<file path="src/rtl/score_pkg.sv">
// ============================================================================
// score_pkg : shared types and encodings for the two-player score keeper
// Rev 1.0
// ============================================================================
`default_nettype none

package score_pkg;

    localparam int SCORE_W = 2;

    typedef enum logic [0:0] {
        PLAY = 1'b0,
        OVER = 1'b1
    } state_t;

    typedef logic [1:0] winner_t;

    // Bit 0 flags player 1, bit 1 flags player 2, so a tie is both bits set.
    localparam winner_t WIN_NONE = 2'b00;
    localparam winner_t WIN_P1   = 2'b01;
    localparam winner_t WIN_P2   = 2'b10;
    localparam winner_t WIN_TIE  = 2'b11;

endpackage

`default_nettype wire

</file>
<file path="src/rtl/button_conditioner.sv">
// ============================================================================
// button_conditioner : synchroniser, debouncer and press-edge detector for one
// active-low push-button. Rev 1.0
// ============================================================================
`default_nettype none

module button_conditioner #(
    parameter int DEBOUNCE_CYCLES = 500000
) (
    input  logic clk,
    input  logic rst,
    input  logic key_n,
    output logic press
);

    localparam int CNT_W = 20;
    localparam logic [CNT_W-1:0] c_cnt_last = CNT_W'(DEBOUNCE_CYCLES - 1);

    logic             r_sync1;
    logic             r_sync2;
    logic [CNT_W-1:0] r_cnt;
    logic             r_level;
    logic             r_level_d;
    logic             r_press;

    always_ff @(posedge clk) begin
        if (rst) begin
            r_sync1   <= 1'b0;
            r_sync2   <= 1'b0;
            r_cnt     <= '0;
            r_level   <= 1'b0;
            r_level_d <= 1'b0;
            r_press   <= 1'b0;
        end else begin
            r_sync1 <= ~key_n;
            r_sync2 <= r_sync1;

            // Comparing against DEBOUNCE_CYCLES-1 accepts on the N-th differing cycle.
            if (r_sync2 == r_level) begin
                r_cnt <= '0;
            end else if (r_cnt == c_cnt_last) begin
                r_level <= r_sync2;
                r_cnt   <= '0;
            end else begin
                r_cnt <= r_cnt + CNT_W'(1);
            end

            r_level_d <= r_level;
            r_press   <= r_level & ~r_level_d;
        end
    end

    assign press = r_press;

endmodule

`default_nettype wire

</file>
<file path="src/rtl/score_keeper.sv">
// ============================================================================
// score_keeper : two-player 0..3 score keeper with PLAY/OVER game FSM feeding
// the seven-segment decoder. Rev 1.0
// ============================================================================
`default_nettype none

module score_keeper
    import score_pkg::*;
#(
    parameter int DEBOUNCE_CYCLES = 500000,
    parameter int WIN_SCORE       = 3
) (
    input  logic               clk,
    input  logic               rst,
    input  logic               key_p1_n,
    input  logic               key_p2_n,
    input  logic               key_clr_n,
    output logic [SCORE_W-1:0] score1,
    output logic [SCORE_W-1:0] score2,
    output logic [1:0]         winner,
    output logic               game_over
);

    localparam logic [SCORE_W-1:0] c_win = SCORE_W'(WIN_SCORE);

    logic w_p1;
    logic w_p2;
    logic w_clr;

    button_conditioner #(.DEBOUNCE_CYCLES(DEBOUNCE_CYCLES)) u_btn_p1 (
        .clk   (clk),
        .rst   (rst),
        .key_n (key_p1_n),
        .press (w_p1)
    );

    button_conditioner #(.DEBOUNCE_CYCLES(DEBOUNCE_CYCLES)) u_btn_p2 (
        .clk   (clk),
        .rst   (rst),
        .key_n (key_p2_n),
        .press (w_p2)
    );

    button_conditioner #(.DEBOUNCE_CYCLES(DEBOUNCE_CYCLES)) u_btn_clr (
        .clk   (clk),
        .rst   (rst),
        .key_n (key_clr_n),
        .press (w_clr)
    );

    state_t             r_state;
    logic [SCORE_W-1:0] r_score1;
    logic [SCORE_W-1:0] r_score2;
    winner_t            r_winner;

    state_t             w_state_nxt;
    logic [SCORE_W-1:0] w_score1_nxt;
    logic [SCORE_W-1:0] w_score2_nxt;
    winner_t            w_winner_nxt;
    logic [SCORE_W-1:0] w_inc1;
    logic [SCORE_W-1:0] w_inc2;
    logic               w_hit1;
    logic               w_hit2;

    always_ff @(posedge clk) begin
        if (rst) begin
            r_state  <= PLAY;
            r_score1 <= '0;
            r_score2 <= '0;
            r_winner <= WIN_NONE;
        end else begin
            r_state  <= w_state_nxt;
            r_score1 <= w_score1_nxt;
            r_score2 <= w_score2_nxt;
            r_winner <= w_winner_nxt;
        end
    end

    // Scores stay below WIN_SCORE while in PLAY, so a single increment cannot overshoot.
    always_comb begin
        w_state_nxt  = r_state;
        w_score1_nxt = r_score1;
        w_score2_nxt = r_score2;
        w_winner_nxt = r_winner;
        w_inc1       = r_score1 + SCORE_W'(w_p1);
        w_inc2       = r_score2 + SCORE_W'(w_p2);
        w_hit1       = (w_inc1 == c_win);
        w_hit2       = (w_inc2 == c_win);

        case (r_state)
            PLAY: begin
                if (w_clr) begin
                    w_score1_nxt = '0;
                    w_score2_nxt = '0;
                end else begin
                    w_score1_nxt = w_inc1;
                    w_score2_nxt = w_inc2;
                    if (w_hit1 || w_hit2) begin
                        w_state_nxt = OVER;
                        if (w_hit1 && w_hit2) begin
                            w_winner_nxt = WIN_TIE;
                        end else if (w_hit1) begin
                            w_winner_nxt = WIN_P1;
                        end else begin
                            w_winner_nxt = WIN_P2;
                        end
                    end
                end
            end
            OVER: begin
                if (w_clr) begin
                    w_state_nxt  = PLAY;
                    w_score1_nxt = '0;
                    w_score2_nxt = '0;
                    w_winner_nxt = WIN_NONE;
                end
            end
            default: begin
                w_state_nxt  = PLAY;
                w_score1_nxt = '0;
                w_score2_nxt = '0;
                w_winner_nxt = WIN_NONE;
            end
        endcase
    end

    always_comb begin
        score1    = r_score1;
        score2    = r_score2;
        winner    = r_winner;
        game_over = (r_state == OVER);
    end

endmodule

`default_nettype wire

</file>
<file path="config.mk">
export PLATFORM = sky130hd
export DESIGN_NAME = score_keeper
export DESIGN_NICKNAME = d
export VERILOG_FILES = /design/src/rtl/score_pkg.sv /design/src/rtl/button_conditioner.sv /design/src/rtl/score_keeper.sv
export SDC_FILE = /design/constraint.sdc
export NUM_CORES = 1
export LEC_CHECK = 0
export ABC_AREA = 1
export CORE_MARGIN = 4
export CORE_UTILIZATION = 60
export CTS_CLUSTER_DIAMETER = 40
export CTS_CLUSTER_SIZE = 10
export DETAILED_ROUTE_END_ITERATION = 12
export PLACE_DENSITY_LB_ADDON = 0.05
export SETUP_SLACK_MARGIN = 0.1
export SYNTH_ARGS = -nofsm -noshare
export SYNTH_HDL_FRONTEND = slang
export SYNTH_SLANG_ARGS = --single-unit
</file>
<file path="constraint.sdc">
create_clock -name clk -period 2.47 [get_ports clk]
set_input_delay 0.6175 -clock clk [delete_from_list [all_inputs] [get_ports clk]]
set_output_delay 0.6175 -clock clk [all_outputs]
set_load 0.005 [all_outputs]
</file>
Yosys cells after proc, flatten, opt, wreduce, memory -nomap -nowiden

Index checks and enable logic that the tools add are counted.

Register bits: 82
Input port bits: 5
Output and inout port bits: 7
Word-level logic and storage cells: 74

$add $sub $neg: 5
Equal/unequal tests: 11
Muxes and demuxes: 14
Bitwise logic cells: 13
Reductions and logical operators: 9

Operators with widths:

| kind                  | number |
|---|---|
| $add 20x1->20 const B | 3 |
| $eq 20x19->1 const B  | 3 |
| $mux 2                | 7 |
| $pmux 2 s2            | 3 |
| $not 1->1             | 10 |
| $reduce_or 3->1       | 3 |
| $reduce_and 2->1      | 3 |
| $add 2x1->2           | 2 |
| $eq 2x2->1 const B    | 2 |
| $ne 2x2->1 const B    | 2 |
| $and 1x1->1           | 3 |
| $eq 1x1->1            | 3 |
| $mux 1                | 3 |
| $reduce_and 3->1      | 1 |
| $ne 2x1->1 const B    | 1 |
| $pmux 1 s2            | 1 |
| $logic_and 1x1->1     | 1 |
| $logic_or 1x1->1      | 1 |

Longest topological paths before layout

Depth after elaboration: 7
Gate-level depth with buffers: 10
Depth with buffers taken out: 10

Cells and area by module

Synthesis repeated with hierarchy kept, for this count alone.

Cell total of the unflattened synthesis: 565
Area, all modules: 4,120.2 um^2

Modules (own cells, without submodules):

| module             | times used | cells each | area each (um^2) | seq. area each (um^2) |
|---|---|---|---|---|
| button_conditioner | 3          | 173        | 1,252.5          | 500.5 |
| score_keeper       | 1          | 46         | 362.8            | 140.1 |

Least setup slack after synthesis

OpenSTA, ideal clock, no wires.

Kind: flip-flop to flip-flop
From: register u_btn_clr.r_cnt[0]
To: register u_btn_clr.r_cnt[18]
Library setup time: 0.112 ns
Arrival time: 1.286 ns
Data required time: 2.358 ns
Setup slack: 1.072 ns
Stages on the path, launching flop included: 10
Buffers on the path: 1
Clock period less this slack: 1.398 ns
Cell sequence: dfxtp_1 -> ha_1 -> nand3_2 -> inv_2 -> nand3_1 -> nor2_2 -> nand2_1 -> nand2_4 -> buf_6 -> nor2_1

Longest elaborated chain between the ends: 2
Elaborated cells on any way between the ends: 3
Those cells by class: add/sub: 1; eq/ne: 1; reduce/logical: 1

Ends and longest elaborated chain:

| what                                                  | line                     | RTL |
|---|---|---|
| start, declared                                       | button_conditioner.sv:21 | `logic [CNT_W-1:0] r_cnt;` |
| start signal, assigned                                | button_conditioner.sv:45 | `r_cnt <= r_cnt + CNT_W'(1);` |
| branches (longest 2 deep; another with $add 20x1->20) | -                        |  |

Parallel ways; which one is timed is not known.
A chain may end at the register's enable or synchronous reset.

Worst setup path in the final report

From: register r_score1[1], in the netlist score1[1]
To: output port score1[1]

RTL lines:

| what                   | line               | RTL |
|---|---|---|
| start, declared        | score_keeper.sv:52 | `logic [SCORE_W-1:0] r_score1;` |
| start signal, assigned | score_keeper.sv:73 | `r_score1 <= w_score1_nxt;` |
| end, declared          | score_keeper.sv:18 | `output logic [SCORE_W-1:0] score1,` |

No word-level cell between the ends.

==> flow_metrics.tcl <==
set metrics [dict create \
    status "finished clean" \
    synth_seq_area_share 0.425 \
    gp_congestion 0.893 \
    drive_above_1_share 0.0794 \
    cp_cell_sequence "clkdlybuf4s50_1" \
    postCtsHoldBufs 0 \
    routed_wirelength_um 6970 \
    crit_required_ns 1.85 \
    vias 3249 \
    syn_area_per_cell_um2 7.10 \
    synth_seq_cells 82 \
    min_to "u_btn_p1.press$_SDFF_PP0_" \
    async_reset_ff_frac 0 \
    first_global_vias 3036 \
    power_leakage_nw 1.40 \
    cp_max_fo 4 \
    period_share 0.761 \
    clkSlewWorstSetupHoldPaths_ns 0.09 \
    worstSetupPathType "flip-flop to output port" \
    die_h_um 88.2 \
    ys.flop_type "dfxtp_1" \
    regToRegSetupSlack_ns 0.82 \
    nets 572 \
    grt_setup_unrepaired "no" \
    power_density_mw_per_mm2 559 \
    synth-xor-area-share 0.0567 \
    startpoint_type "flip-flop" \
    cp-end-kind "output port" \
    finalSetupTns_ns 0 \
    clock_path_buffers 2 \
    yosysUniqueCellTypes 32 \
    start_util 0.634 \
    synth_compound_area_frac 0.0564 \
    max_cap_violations 0 \
    clk-insertion-delay-late_ns 0.36 \
    synth_simple_gate_area_frac 0.377 \
    worst_pin_slew_ns 0.395 \
    routedWlPerCell_um 10.9 \
    slowest_delay_ns 0.52 \
    maxSlewHeadroom 0.735 \
    fmax_ghz 0.532 \
    hold_start "u_btn_p1.r_level_d$_SDFF_PP0_" \
    min_delay_path_depth 1 \
    grt-ovfl-total 0 \
    die_area_mm2 0.00779 \
    syn_inst 544 \
    synth_top_family_by_area "simple AND/OR/NAND/NOR gates" \
    antenna_left 0 \
    power_w 0.00237 \
    design.core.area_mm2 0.00610 \
    synth_nets 554 \
    cts_root_buf "clkbuf_8" \
    post_cts_resized 0 \
    finalClockSkew_ns 0.00980 \
    grt_pass1_wl_um 12300 \
    synth_area_mm2 0.00386 \
    cts_setup_buffers 0 \
    worstReg2RegEnd "u_btn_p1.r_cnt[13]$_SDFF_PP0_" \
    fin_hold_ws_ns 0.401 \
    syn2layout_area_growth_pct 9.88 \
    dp_hpwl_um 5150 \
    die_w_um 88.2 \
    cts_tree "built" \
    finalHoldViolCount 0 \
    final.min_clock_period_ns 1.88 \
    io_pins 12 \
    yosysWarnings 0 \
    antenna_found_initial 0 \
    final_common_cell "nand2_1" \
    antenna_cells 0 \
    drc 0 \
    firstDrtPassIters 4 \
    critPathTopFamily "buffers and inverters" \
    cts_sinks 82 \
    slew_violations 0 \
    synth-edff-count 0 \
    ctsHtreeMaxLevel 3 \
    rr_startpoint "u_btn_p1.r_cnt[0]$_SDFF_PP0_" \
    cts_buffers 9 \
    setup_viol 0 \
    grt_max_degree 21 \
    hold_class "flip-flop to flip-flop" \
    port_buffers 11 \
    final_cell_mix "128 x nand2_1, 110 x nor2_1, 82 x dfxtp_1" \
    grt_util_all_layers 0.197 \
    fin_util 0.696 \
    cpMaxStageDelayCell "clkdlybuf4s50_1" \
    num_rows 28 \
    synth.area.mux_share 0 \
    critPathBufInv 1 \
    synth_fa_ha_area_frac 0.0162 \
    rr_worst_depth 9 \
    drt_iter0_drc 133 \
    arrival_ns 1.26 \
    peakVddDrop_mv 0.362 \
    viasPerCell 5.06 \
]
[sequential cells by signal (all words and copies together) (netlist names)]
| register | flops |
|---|---|
| u_btn_p1.r_sync2 | 1 |
| u_btn_p1.r_level | 1 |
| u_btn_p2.r_level | 1 |
| game_over | 1 |
| u_btn_p2.r_level_d | 1 |
| u_btn_p2.r_cnt | 20 |
| u_btn_clr.r_level | 1 |
| u_btn_p1.r_sync1 | 1 |
| winner | 2 |
| u_btn_p1.press | 1 |
| u_btn_clr.r_level_d | 1 |
| u_btn_clr.press | 1 |
| u_btn_p2.r_sync2 | 1 |
| score1 | 2 |
| score2 | 2 |
| u_btn_clr.r_cnt | 20 |
| u_btn_clr.r_sync2 | 1 |
| u_btn_p1.r_cnt | 20 |
| u_btn_p2.r_sync1 | 1 |
| u_btn_p2.press | 1 |
| u_btn_clr.r_sync1 | 1 |
| u_btn_p1.r_level_d | 1 |
[cell type report]
type,instances,area (um^2)
multi-input combinational,397,1950
fill,539,1850
sequential,82,1640
inverter,59,221
timing repair buffer,13,125
clock buffer,9,124
tap,75,93.8
clock inverter,7,83.8
[per-stage QoR]
| stage | std cells | cell area [um^2] | setup WS [ns] |
|---|---|---|---|
| after floorplan | 544 | 3860 | 1.07 |
| after global placement | 626 | 4040 | 0.529 |
| after detailed placement | 626 | 4040 | 0.455 |
| after CTS | 642 | 4240 | 0.567 |
| after global routing | 642 | 4240 | 0.541 |
| final | 642 | 4240 | 0.591 |
[worst max-delay path by stage]
| stage | start | to | cells past startpoint |
|---|---|---|---|
| 3_5_place_dp | rst | u_btn_clr.r_cnt[15]$_SDFF_PP0_ | 8 |
| 3_3_place_gp | rst | u_btn_clr.r_cnt[15]$_SDFF_PP0_ | 8 |
| 5_1_grt | score2[1]$_SDFFE_PP0P_ | score2[1] | 1 |
| 2_1_floorplan | u_btn_clr.r_cnt[0]$_SDFF_PP0_ | u_btn_clr.r_cnt[18]$_SDFF_PP0_ | 9 |
| 4_1_cts | score1[1]$_SDFFE_PP0P_ | score1[1] | 1 |
| 6_report | score1[1]$_SDFFE_PP0P_ | score1[1] | 1 |
[per-layer routing]
layer | GRT usage | share of wire
met1 | 0.254 | 0.50
met2 | 0.324 | 0.45
met3 | 0.0279 | 0.029
met4 | 0.0934 | 0.020
met5 | 0 | 0
[synthesized netlist by cell type, types with 4 or more instances]
cell type  instances  area [um^2]
xor2_1            19          166
nand2_1          128          480
nor3_1            11         55.1
nor2_1           110          413
nand3_1           29          145
or2_0              5         31.3
xnor2_1            6         52.6
nand4_1           16          100
dfxtp_1           82         1640
inv_1             55          206
ha_1               5         62.6
nor2_4             4         45.0
o21ai_0            5         25.0
nor2_2             4         25.0
inv_2              4         15.0
nand2_2            4         25.0
a21oi_1           31          155
[logic make-up after synthesis]
family	after synthesis
xor gates and xnor gates	25
adders and majority gates	5
buffers and inverters	65
DFF	82
and+or+nand+nor	326
AOI/OAI and AO/OA	41
[power breakdown]
group / switching, W / internal, W
Sequential: 0.00000300 / 0.00133
Combinational: 0.0000189 / 0.0000119
Clock: 0.000525 / 0.000486
Total: 0.000547 / 0.00182
Power figures use the tool's default switching activity.
